===== config.mk =====
export PLATFORM = sky130hd
export DESIGN_NAME = fetch_stage
export DESIGN_NICKNAME = d
export VERILOG_FILES = /design/src/rtl/fetch_stage.sv
export SDC_FILE = /design/constraint.sdc
export NUM_CORES = 1
export LEC_CHECK = 0
export BUFFER_PORTS_ARGS = -buffer_cell sky130_fd_sc_hd__buf_2
export CAP_MARGIN = 10
export CORE_UTILIZATION = 55
export CTS_CLUSTER_SIZE = 20
export DETAILED_ROUTE_END_ITERATION = 10
export GPL_TIMING_DRIVEN = 0
export PLACE_DENSITY = 0.86
export SLEW_MARGIN = 40
export SYNTH_ARGS = -nofsm -noshare
export SYNTH_HDL_FRONTEND = slang
export SYNTH_SLANG_ARGS = --single-unit
export TNS_END_PERCENT = 100

===== constraint.sdc =====
create_clock -name clk -period 4.6 [get_ports clk]
set_input_delay 0.69 -clock clk [delete_from_list [all_inputs] [get_ports clk]]
set_output_delay 0.69 -clock clk [all_outputs]
set_load 0.03 [all_outputs]

===== src/rtl/fetch_stage.sv =====
// fetch_stage: RV64 IF stage owning the PC and the IF/ID register, with stall hold and redirect squash.
module fetch_stage #(
    parameter int                      PC_WIDTH   = 64,
    parameter int                      INST_WIDTH = 32,
    parameter logic [PC_WIDTH-1:0]     RESET_PC   = '0,
    parameter logic [INST_WIDTH-1:0]   NOP_INST   = 32'h00000013
) (
    input  logic                  clk,
    input  logic                  reset_n,
    input  logic                  stall,
    input  logic                  branchTaken,
    input  logic [PC_WIDTH-1:0]   branchTarget,
    input  logic [INST_WIDTH-1:0] inst,
    output logic [PC_WIDTH-1:0]   instAddr,
    output logic [PC_WIDTH-1:0]   ifIdPc,
    output logic [INST_WIDTH-1:0] ifIdInst,
    output logic                  ifIdValid,
    output logic                  misalignErr,
    output logic [31:0]           fetchCount
);
    typedef enum logic {BOOT, RUN} state_t;
    state_t                state, nextState;
    logic [PC_WIDTH-1:0]   pc, pcNext, ifIdPcNext;
    logic [INST_WIDTH-1:0] ifIdInstNext;
    logic                  ifIdValidNext, misalignNext;
    logic [31:0]           countNext;
    assign instAddr = pc;
    always_ff @(posedge clk or negedge reset_n) begin
        if (!reset_n) begin
            state       <= BOOT;
            pc          <= RESET_PC;
            ifIdPc      <= '0;
            ifIdInst    <= NOP_INST;
            ifIdValid   <= 1'b0;
            misalignErr <= 1'b0;
            fetchCount  <= '0;
        end else begin
            state       <= nextState;
            pc          <= pcNext;
            ifIdPc      <= ifIdPcNext;
            ifIdInst    <= ifIdInstNext;
            ifIdValid   <= ifIdValidNext;
            misalignErr <= misalignNext;
            fetchCount  <= countNext;
        end
    end
    // Redirect beats stall; BOOT ignores both and just holds for one cycle.
    always_comb begin
        nextState     = RUN;
        pcNext        = pc;
        ifIdPcNext    = ifIdPc;
        ifIdInstNext  = ifIdInst;
        ifIdValidNext = ifIdValid;
        misalignNext  = 1'b0;
        countNext     = fetchCount;
        if (state == RUN) begin
            if (branchTaken) begin
                pcNext        = {branchTarget[PC_WIDTH-1:2], 2'b00};
                ifIdPcNext    = '0;
                ifIdInstNext  = NOP_INST;
                ifIdValidNext = 1'b0;
                misalignNext  = |branchTarget[1:0];
            end else if (!stall) begin
                pcNext        = pc + PC_WIDTH'(4);
                ifIdPcNext    = pc;
                ifIdInstNext  = inst;
                ifIdValidNext = 1'b1;
                countNext     = fetchCount + 32'd1;
            end
        end
    end
endmodule


==> metrics.md, run 1 <==
| Metric | Value |
|---|---|
| Status | `finished, final reports clean` |
| CTS Buf Count | `17` |
| Gpl congestion | `0.9934` |
| Width of the die | `130.4 um` |
| R2r endpoint | `instAddr[61]` |
| Total Wirelength | `33.09 mm` |
| Post-Synth Simple-Gate Area | `19.87%` |
| Post_cts resized | `0` |
| CP cell instances | `clkbuf_1 > inv_1 > o21ai_1 > clkbuf_1 > clkbuf_1 > nor2_1 > a2bb2oi_1` |
| Die Y | `130.4 um` |
| CP Max Fanout | `10` |
| Complex-gate fraction of the synthesized area | `19.14%` |
| Netlist cell types | `62` |
| Min-delay worst type | `input pin to asynchronous set/reset pin` |
| Total power | `4963 uW` |
| DR vias | `9314` |
| Dpl hpwl | `23.48 mm` |
| Slew Limit Fails | `0` |
| Htree depth | `4` |
| TritonCTS clock tree | `done` |
| Reg area | `0.004808 sq mm` |
| Final std cells w/o fill | `1443` |
| Placed cell count | `1407` |
| FF-to-FF path depth | `7` |
| Dpl cell area | `0.01089 sq mm` |
| Adder-cell share of the synthesized area | `0.2762%` |
| Max frequency | `0.3045 GHz` |
| Via-per-instance ratio | `6.455` |
| Slew @ Worst Pin | `892.3 ps` |
| Critical path's slowest cell | `clkbuf_1` |
| Port bufs | `289` |
| # setup viols final | `0` |
| CTS sink count | `192` |
| Largest net degree at the start of global routing | `63` |
| Syn Inst Count | `898` |
| Post-synthesis mux area share | `1.118%` |
| Minimum clock period | `3284 ps` |
| Fillers | `1224` |
| Number of global-route vias before repair | `8655` |
| Arrival time worst endpoint | `3570 ps` |
| Main combinational cell family by area after synthesis | `simple AND/OR/NAND/NOR gates` |
| Final Hold Viols | `0` |
| Starting Density | `56.63%` |
| FF-to-FF setup slack | `1540 ps` |
| CP startpoint | `stall` |
| TNS Setup | `0 ps` |
| Setup CP Type | `input pin to flop` |
| Global route total overflow | `0` |
| CP endpoint | `instAddr[13]` |
| CP required | `4890 ps` |
| Asr flop ratio synth | `100.0%` |
| Startpoint class of the critical path | `input pin` |
| Share of layout cells above drive strength 1 | `28.95%` |
| Post-route ant nets | `0` |
| Post-Synth XOR/XNOR Area | `3.093%` |
| Length of the first detailed-routing pass in iterations | `6` |
| Layout Nets | `1312` |
| Peak supply drop | `0.2594 mV` |
| Slew HR | `40.51%` |
| Max incr delay on CP | `670 ps` |
| RSZ-0062 raised after global routing | `no` |
| Top_reg_cell synth | `dfrtp_1` |
| Register bit total from synthesis | `192` |
| Max_cap viols | `0` |
| Pwr dens | `430.4 mW/mm^2` |
| Clk pin slew, worst setup/hold paths | `80 ps` |
| Worst skew pair latency | `430 ps` |
| Io pins | `294` |
| GRT Overall Usage | `39.21%` |
| Cell row count | `46` |
| Routed length per placed instance | `22.93 um` |
| Post-route cell area | `0.01153 sq mm` |
| DRC | `0` |
| Area grow syn2layout | `27.26%` |
| CP endpoint kind | `flop` |
| Avg Inst Size Synth | `10.09 sq um` |
| Cell repeated most along the worst path | `clkbuf_1` |
| Initial antenna violation count | `2` |
| DRT iter0 DRCs | `1041` |
| Worst reg2reg path startpoint | `instAddr[32]` |
| Worst-case clock buffer depth | `2` |
| EDFF count, synth | `0` |
| Core Box Area | `0.01600 sq mm` |
| Hold Buf Count CTS | `0` |
| Clock Skew | `10.76 ps` |
| Die ar. | `0.01699 sq mm` |
| Mapped Area | `0.009061 sq mm` |
| Period Utilization, post-route | `71.39%` |
| First-pass GRT wire length | `49.36 mm` |
| Root buffer cell | `clkbuf_16` |
| Leakage | `0.005466 uW` |
| Setup bufs post-CTS | `0` |
| Multi-input gate area | `0.003979 sq mm` |
| Register area share after synthesis | `53.07%` |
| Yosys warns | `0` |
-- area by class of cell --
class | instances | share of cell area (%)
Antenna cell | 4 | 0.08681
Buffer | 66 | 2.376
Clock buffer | 19 | 3.841
Clock inverter | 13 | 1.541
Inverter | 8 | 0.2604
Multi-Input combinational cell | 633 | 34.51
Sequential cell | 192 | 41.70
Tap cell | 216 | 2.344
Timing Repair Buffer | 292 | 13.35
-- worst min-delay path by stage --
stage | startpoint | end | slack [ps] | cells after the start
after floorplan | reset_n | fetchCount[0] | 390 | 0
after global placement | ifIdPc[57] | ifIdPc[57] | 460 | 2
after detailed placement | fetchCount[31] | fetchCount[31] | 460 | 1
after CTS | reset_n | fetchCount[15] | 80 | 1
after global routing | reset_n | fetchCount[15] | 80 | 1
final | reset_n | fetchCount[7] | 80 | 1
-- registers in the layout, indices dropped and copies added, names as in the netlist --
| register | count |
|---|---|
| state | 1 |
| ifIdValid | 1 |
| misalignErr | 1 |
| ifIdInst | 32 |
| fetchCount | 32 |
| ifIdPc | 63 |
| instAddr | 62 |
-- report_power, final --
group          internal (uW)  switching [uW]  leakage, uW
sequential              1890             265      0.00243
clock                    841             715     0.000299
combinational            384             865      0.00274
-- cell usage after synthesis, types with 6 or more instances --
master    instances  area (sq um)
or3_1            17         106.4
nand2_1          91         341.6
o22a_1           10         87.58
mux2i_1           9         90.09
inv_1             8         30.03
clkbuf_1         53         198.9
and3_1           19         118.9
nor3_1           42         210.2
nand4_1          28         175.2
xor2_1           10         87.58
buf_1             8         30.03
o22ai_1          10         62.56
o21ai_0          41         205.2
nor2_1           48         180.2
a22o_1           89         779.5
a21oi_1          41         205.2
nand3_1          44         220.2
a31oi_1           6         37.54
or2_2             6         37.54
nor4_1           18         112.6
dfrtp_1         189          4730
or4_1             9         67.56
xnor2_1          22         192.7
-- worst max-delay path: cells and delay by family --
| kind | cells | cell delay (ps) |
|---|---|---|
| buffers and inverters | 4 | 2020 |
| AOI/OAI and AO/OA | 2 | 730 |
| and+or+nand+nor | 1 | 110 |
-- stage by stage --
stage	hold slack [ps]	setup slack (ps)	utilization (%)
3_3_place_gp	455.8	-256.7	67.38
4_1_cts	80.21	1480	71.93
3_5_place_dp	460.8	1078	68.05
5_1_grt	78.75	1284	72.04
6_report	76.04	1316	72.07
2_1_floorplan	394.4	1808	-
-- cell families after synthesis --
group,count (synthesis)
simple gates,347
compound gates,239
flops,192
buf+inv,74
xor+xnor,32
mux,10
fa+ha+maj,2
other cells,2
-- per-layer routing --
| layer | vias up | routed length (um) | track usage, % |
|---|---|---|---|
| met2 | 735 | 14840 | 59.36 |
| li1 | 4006 | - | - |
| met4 | 0 | 1746 | 21.57 |
| met1 | 4418 | 12270 | 49.17 |
| met5 | - | 0 | 0 |
| met3 | 155 | 4222 | 13.90 |
-- cell usage in the layout, fill, tap and decap left out, types with 15 or more instances in the layout --
cell         n
dfrtp_1    189
buf_2      288
and3_1      19
or3_1       17
clkbuf_16   17
nor3_1      41
xnor2_1     22
a22o_1      89
nand3_1     44
nand4_1     28
clkbuf_1    54
nor4_1      15
nand2_1     91
a21oi_1     41
o21ai_0     41
nor2_1      47
Note: power is estimated with default switching activity, not from simulation.
==> inputs of run 2 (changes only) <==
Settings changed: CORE_UTILIZATION 55 to 46, PLACE_DENSITY 0.86 to 0.76.
Clock period 4.6 ns to 2.7 ns, I/O delays scaled along.
==> metrics.md, run 2 (synthesis results as in run 1) <==
| Metric | Value |
|---|---|
| Status | `finished, final reports clean (unchanged)` |
| Period Utilization, post-route | `97.27%` |
| Leakage | `0.005523 uW (was 0.005466 uW)` |
| CTS sink count | `192 (unchanged)` |
| Final WS setup | `73.63 ps (was 1316 ps)` |
| Minimum clock period | `2626 ps` |
| Most frequent cells in the layout | `buf_2 (288), dfrtp_1 (178), nand2_1 (90) (was buf_2 (288), dfrtp_1 (189), nand2_1 (91))` |
| Worst-case clock buffer depth | `2 (unchanged)` |
| CTS Buf Count | `17 (unchanged)` |
| Cell row count | `50 (was 46)` |
| Max frequency | `0.3808 GHz` |
| Critical path's slowest cell | `or4_1 (was clkbuf_1)` |
| Width of the die | `142.4 um (was 130.4 um)` |
| TritonCTS clock tree | `done (unchanged)` |
| FF-to-FF setup slack | `70 ps (was 1540 ps)` |
| Routed length per placed instance | `22.10 um (was 22.93 um)` |
| First-pass GRT wire length | `48.66 mm (was 49.36 mm)` |
| DRT iter0 DRCs | `863 (was 1041)` |
| Final hold slack | `170.7 ps (was 76.04 ps)` |
| Max incr delay on CP | `590 ps (was 670 ps)` |
| Worst skew pair latency | `440 ps (was 430 ps)` |
| Htree depth | `4 (unchanged)` |
| Setup CP Type | `flop to flop (was input pin to flop)` |
| Layout Nets | `1315 (was 1312)` |
| Worst Hold Path EP | `ifIdInst[1]` |
| Global route total overflow | `0 (unchanged)` |
| Max reg flops | `63 (unchanged)` |
| Peak supply drop | `0.4750 mV (was 0.2594 mV)` |
| Pre-CTS setup slack | `-693.7 ps (was 1078 ps)` |
| Root buffer cell | `clkbuf_16 (unchanged)` |
| Clk pin slew, worst setup/hold paths | `80 ps (about the same)` |
| CP required | `3030 ps (was 4890 ps)` |
| Initial antenna violation count | `0 (was 2)` |
| Commonest non-fill, non-tap cell in the layout | `buf_2 (unchanged)` |
| Io pins | `294 (unchanged)` |
| CP Buf/Inv Count | `1 (was 4)` |
| Min-delay worst type | `input pin to flop (was input pin to asynchronous set/reset pin)` |
| Biggest register | `ifIdPc (unchanged)` |
| Largest net degree at the start of global routing | `71 (was 63)` |
| Length of the first detailed-routing pass in iterations | `8 (was 6)` |
| CP cell instances | `nand4_4 > or4_1 > clkbuf_1 > nor3_2 > nand2_1 > a311o_1 (was clkbuf_1 > inv_1 > o21ai_1 > clkbuf_1 > clkbuf_1 > nor2_1 > a2bb2oi_1)` |
| Die Y | `142.4 um (was 130.4 um)` |
| Startpoint class of the critical path | `flop (was input pin)` |
| R2r endpoint | `instAddr[41] (was instAddr[61])` |
| Worst path top cell family by delay | `simple AND/OR/NAND/NOR gates (was buffers and inverters)` |
| Clock Skew | `11.92 ps (was 10.76 ps)` |
| Hold wc startpoint | `inst[1]` |
| Max_cap viols | `0 (unchanged)` |
| Worst reg2reg path startpoint | `instAddr[11] (was instAddr[32])` |
| Total Wirelength | `32.83 mm (was 33.09 mm)` |
| # setup viols final | `0 (unchanged)` |
| Die ar. | `0.02026 sq mm (was 0.01699 sq mm)` |
| Arrival time worst endpoint | `2950 ps (was 3570 ps)` |
| Placed cell count | `1451 (was 1407)` |
| Slew HR | `43.15% (was 40.51%)` |
| Post-route ant nets | `0 (unchanged)` |
| FF-to-FF path depth | `6 (was 7)` |
| Dpl hpwl | `23.94 mm (was 23.48 mm)` |
| Total power | `8423 uW (was 4963 uW)` |
| Area grow syn2layout | `29.51% (was 27.26%)` |
| Final std cells w/o fill | `1486 (was 1443)` |
| CP endpoint kind | `flop (unchanged)` |
| Pwr dens | `717.8 mW/mm^2 (was 430.4 mW/mm^2)` |
| CP Max Fanout | `7 (was 10)` |
| Final Util | `61.70% (was 72.07%)` |
| Antenna cells | `0 (was 4)` |
| Gpl congestion | `0.9911 (was 0.9934)` |
| Share of layout cells above drive strength 1 | `31.57% (was 28.95%)` |
| Final Hold Viols | `0 (unchanged)` |
| Core Box Area | `0.01902 sq mm (was 0.01600 sq mm)` |
| Slew @ Worst Pin | `852.7 ps (was 892.3 ps)` |
| DR vias | `9028 (was 9314)` |
| Slew Limit Fails | `0 (unchanged)` |
| Port bufs | `289 (unchanged)` |
| GRT Overall Usage | `32.38% (was 39.21%)` |
| Number of global-route vias before repair | `8579 (was 8655)` |
| DRC | `0 (unchanged)` |
| Starting Density | `47.64% (was 56.63%)` |
| Min-Delay Path Depth | `2` |
| Via-per-instance ratio | `6.075 (was 6.455)` |
==> run 2: changes by cell type in the layout (fill, tap and decap cells not counted), moves of 3 or more <==
cell and change:
nor3_1 -3, nor4_4 +3, dfrtp_2 +11, clkbuf_1 -7, clkbuf_2 +4, nor4_1 -5, diode_2 -4, clkinv_4 -3
dfrtp_1 -11, inv_6 +5, buf_4 +4
==> run 2: cell type report <==
type / instances / area (sq um)
Fill cell: 1688 / 7283
Inverter: 8 / 30.03
Timing Repair Buffer: 297 / 1579
Clock inverter: 14 / 165.2
Multi-Input combinational cell: 633 / 4103
Tap cell: 260 / 325.3
Clock buffer: 18 / 439.2
Sequential cell: 192 / 4822
Buffer: 64 / 271.5
==> run 2: report_power, final <==
part | switching (uW) | leakage, uW | internal (uW)
combinational | 1470 | 0.00281 | 667
clock | 1260 | 0.000294 | 1350
sequential | 452 | 0.00242 | 3230
total | 3170 | 0.00552 | 5250
==> run 2: per-stage QoR <==
stage               setup TNS (ps)  area [sq um]
finish                           0         11740
global route                -8.567         11740
CTS                              0         11620
detailed placement          -48470         10950
global placement           -414670         10840
floorplan                        0          9067
==> run 2: timing repair <==
action | in CTS | in global routing
hold buffers | 1 | 0
setup endpoints to repair | 42 | 24
endpoints found under the hold margin | 17 | 0
gates resized for setup | 12 | 24
setup buffers | 2 | 2
pin swaps | 3 | 1
==> run 2: per-layer routing <==
| layer | vias up | global-route usage (%) | part of all wire (%) |
|---|---|---|---|
| met2 | 548 | 51.01 | 46 |
| met4 | 0 | 13.81 | 3.8 |
| met1 | 4385 | 42.90 | 40 |
| met5 | - | 0 | 0 |
| li1 | 3999 | - | - |
| met3 | 96 | 7.402 | 9.8 |
==> run 2: how the worst max path moves through the flow <==
stage / startpoint / endpoint / slack (ps) / cells after the start
floorplan: instAddr[2] / instAddr[48] / 30 / 9
global placement: reset_n / instAddr[3] / -2300 / 1
detailed placement: stall / instAddr[13] / -690 / 7
CTS: instAddr[4] / instAddr[47] / 10 / 7
global route: instAddr[5] / instAddr[48] / -9 / 8
finish: instAddr[11] / instAddr[41] / 70 / 6
==> inputs of run 3 (changes only) <==
Settings changed: CAP_MARGIN 10 to unset, GPL_TIMING_DRIVEN 0 to 1.
==> metrics.md, run 3 (synthesis results as in run 1) <==
| Metric | Value |
|---|---|
| Status | `finished with violations (was finished, final reports clean)` |
| Violated checks | `hold timing` |
| Global route total overflow | `0 (unchanged)` |
| Slew @ Worst Pin | `717.3 ps (was 852.7 ps)` |
| Biggest register | `ifIdPc (unchanged)` |
| CP endpoint kind | `flop (unchanged)` |
| Length of the first detailed-routing pass in iterations | `5 (was 8)` |
| Max incr delay on CP | `600 ps (was 590 ps)` |
| Sw frac | `36.96% (was 37.68%)` |
| Max_cap viols | `0 (unchanged)` |
| Io pins | `294 (unchanged)` |
| Die ar. | `0.02026 sq mm (unchanged)` |
| Peak supply drop | `0.5020 mV (was 0.4750 mV)` |
| Gpl congestion | `0.9204 (was 0.9911)` |
| Post-route ant nets | `0 (unchanged)` |
| CP cell instances | `nand4_2 > or4_1 > or3_1 > nor4_1 > mux2i_1 > nor2_1 (was nand4_4 > or4_1 > clkbuf_1 > nor3_2 > nand2_1 > a311o_1)` |
| Htree depth | `4 (unchanged)` |
| Most frequent cells in the layout | `buf_2 (290), dfrtp_1 (187), nand2_1 (91) (was buf_2 (288), dfrtp_1 (178), nand2_1 (90))` |
| CTS sink count | `192 (unchanged)` |
| Period Utilization, post-route | `96.00% (was 97.27%)` |
| Worst skew pair latency | `440 ps (about the same)` |
| Port bufs | `291 (was 289)` |
| Max reg flops | `63 (unchanged)` |
| Min-delay worst type | `input pin to asynchronous set/reset pin (was input pin to flop)` |
| Setup CP Type | `flop to flop (unchanged)` |
| Area grow syn2layout | `29.34% (was 29.51%)` |
| Width of the die | `142.4 um (unchanged)` |
| Comb pwr share | `26.2% (was 25.3%)` |
| # setup viols final | `0 (unchanged)` |
| Dpl hpwl | `20.91 mm (was 23.94 mm)` |
| Share of layout cells above drive strength 1 | `33.64% (was 31.57%)` |
| Dpl cell area | `0.01108 sq mm (was 0.01095 sq mm)` |
| Worst-case clock buffer depth | `2 (unchanged)` |
| CP required | `3030 ps (about the same)` |
| CTS Buf Count | `17 (unchanged)` |
| First-pass GRT wire length | `45.21 mm (was 48.66 mm)` |
| Commonest non-fill, non-tap cell in the layout | `buf_2 (unchanged)` |
| Slew HR | `52.18% (was 43.15%)` |
| Power share of the sequential group | `42.6% (was 43.7%)` |
| Clk pin slew, worst setup/hold paths | `80 ps (about the same)` |
| Starting Density | `47.64% (unchanged)` |
| CP startpoint | `instAddr[9] (was instAddr[11])` |
| DRT iter0 DRCs | `551 (was 863)` |
| Worst reg2reg path startpoint | `instAddr[9] (was instAddr[11])` |
| Total Wirelength | `29.19 mm (was 32.83 mm)` |
| Layout Nets | `1302 (was 1315)` |
| Slew Limit Fails | `0 (unchanged)` |
| DR vias | `8616 (was 9028)` |
| Core Box Area | `0.01902 sq mm (unchanged)` |
| Cell row count | `50 (unchanged)` |
| TritonCTS clock tree | `done (unchanged)` |
| Max frequency | `0.3858 GHz (was 0.3808 GHz)` |
| GRT Overall Usage | `29.28% (was 32.38%)` |
| Initial antenna violation count | `4 (was 0)` |
| Final Hold Viols | `12 (was 0)` |
| CP Max Fanout | `6 (was 7)` |
| Final hold slack | `-23.45 ps (was 170.7 ps)` |
| Routed length per placed instance | `19.79 um (was 22.10 um)` |
| Pwr dens | `719.0 mW/mm^2 (was 717.8 mW/mm^2)` |
| DRC | `0 (unchanged)` |
| Internal power | `5312 uW (was 5249 uW)` |
| Post-route cell area | `0.01172 sq mm (was 0.01174 sq mm)` |
| Hold Buf Count CTS | `0 (was 1)` |
| RSZ-0062 raised after global routing | `no` |
| Net Sw Power | `3114 uW (was 3174 uW)` |
| Via-per-instance ratio | `5.841 (was 6.075)` |
| Minimum clock period | `2592 ps (was 2626 ps)` |
| Critical path's slowest cell | `or4_1 (unchanged)` |
| Die Y | `142.4 um (unchanged)` |
| Fillers | `1674 (was 1688)` |
| Largest net degree at the start of global routing | `93 (was 71)` |
| Clock power frac | `31.2% (was 31.0%)` |
| Number of global-route vias before repair | `8183 (was 8579)` |
| Root buffer cell | `clkbuf_16 (unchanged)` |
| Arrival time worst endpoint | `2920 ps (was 2950 ps)` |
| TNS Setup | `0 ps (unchanged)` |
| Startpoint class of the critical path | `flop (unchanged)` |
| Leakage | `0.005638 uW (was 0.005523 uW)` |
| Clock Skew | `8.821 ps (was 11.92 ps)` |
-- run 3: cell types whose count changed in the layout (fill, tap and decap cells not counted), sizes merged --
cell	previous run	this run
dlygate4sd3	1	0
clkinv	4	7
clkinvlp	1	0
diode	0	2
inv	16	14
buf	309	347
clkbuf	69	19
-- run 3: metal layers --
metal / vias to the layer above / global-route usage (%) / wire [um]
met4: 4 / 10.98 / 763
li1: 3981 / - / -
met1: 4147 / 39.32 / 12400
met5: - / 0 / 33
met2: 425 / 46.52 / 13640
met3: 59 / 6.292 / 2352
-- run 3: worst paths after layout --
check,end,slack [ps],depth (start not counted)
max,instAddr[47],110,6
min,fetchCount[28],-20,1
max reg2reg,instAddr[47],110,6
min reg2reg,fetchCount[31],470,1
max in group asynchronous,fetchCount[31],1930,2
min in group clk,ifIdInst[1],170,2
-- run 3: metrics by stage --
stage | utilization, % | std cells | power, uW | setup WS, ps | hold WS [ps]
finish | 61.63 | 1475 | 8426 | 108.0 | -23.45
global route | 61.63 | 1475 | 8788 | 9.065 | 21.09
CTS | 61.56 | 1473 | 8467 | 104.7 | 20.75
detailed placement | 58.26 | 1441 | 5838 | 163.6 | 458.4
global placement | 58.26 | 1441 | 5801 | 195.8 | 458.2
floorplan | - | 899 | 4928 | 26.97 | 109.4
-- run 3: power by group through the flow --
stage                     Combinational, uW  Clock (uW)  Sequential, uW
after floorplan                         621           0            4310
after global placement                 2180           0            3620
after detailed placement               2200           0            3640
after CTS                              2210        2670            3580
after global routing                   2360        2790            3640
final                                  2210        2630            3590
-- run 3: area by class of cell --
cell class	instances	area, sq um	area share [%]
Timing Repair Buffer	348	1934	16.50
Inverter	8	30.03	0.2562
Antenna cell	2	5.005	0.04270
Clock inverter	14	188.9	1.612
Multi-Input combinational cell	633	3986	34.01
Sequential cell	192	4811	41.05
Tap cell	260	325.3	2.776
Clock buffer	18	439.2	3.747
-- run 3: worst max-delay path: cells and delay by family, from the launching register on --
kind | cells | cell delay [ps]
flip-flops | 1 | 460
multiplexers | 1 | 240
AND/OR/NAND/NOR | 5 | 1780
-- run 3: what timing repair did --
item | in CTS | in global routing
endpoints found under the setup margin | 0 | 2
hold endpoints to repair | 0 | 0
gates resized for setup | 0 | 1
buffers inserted | 0 | 0
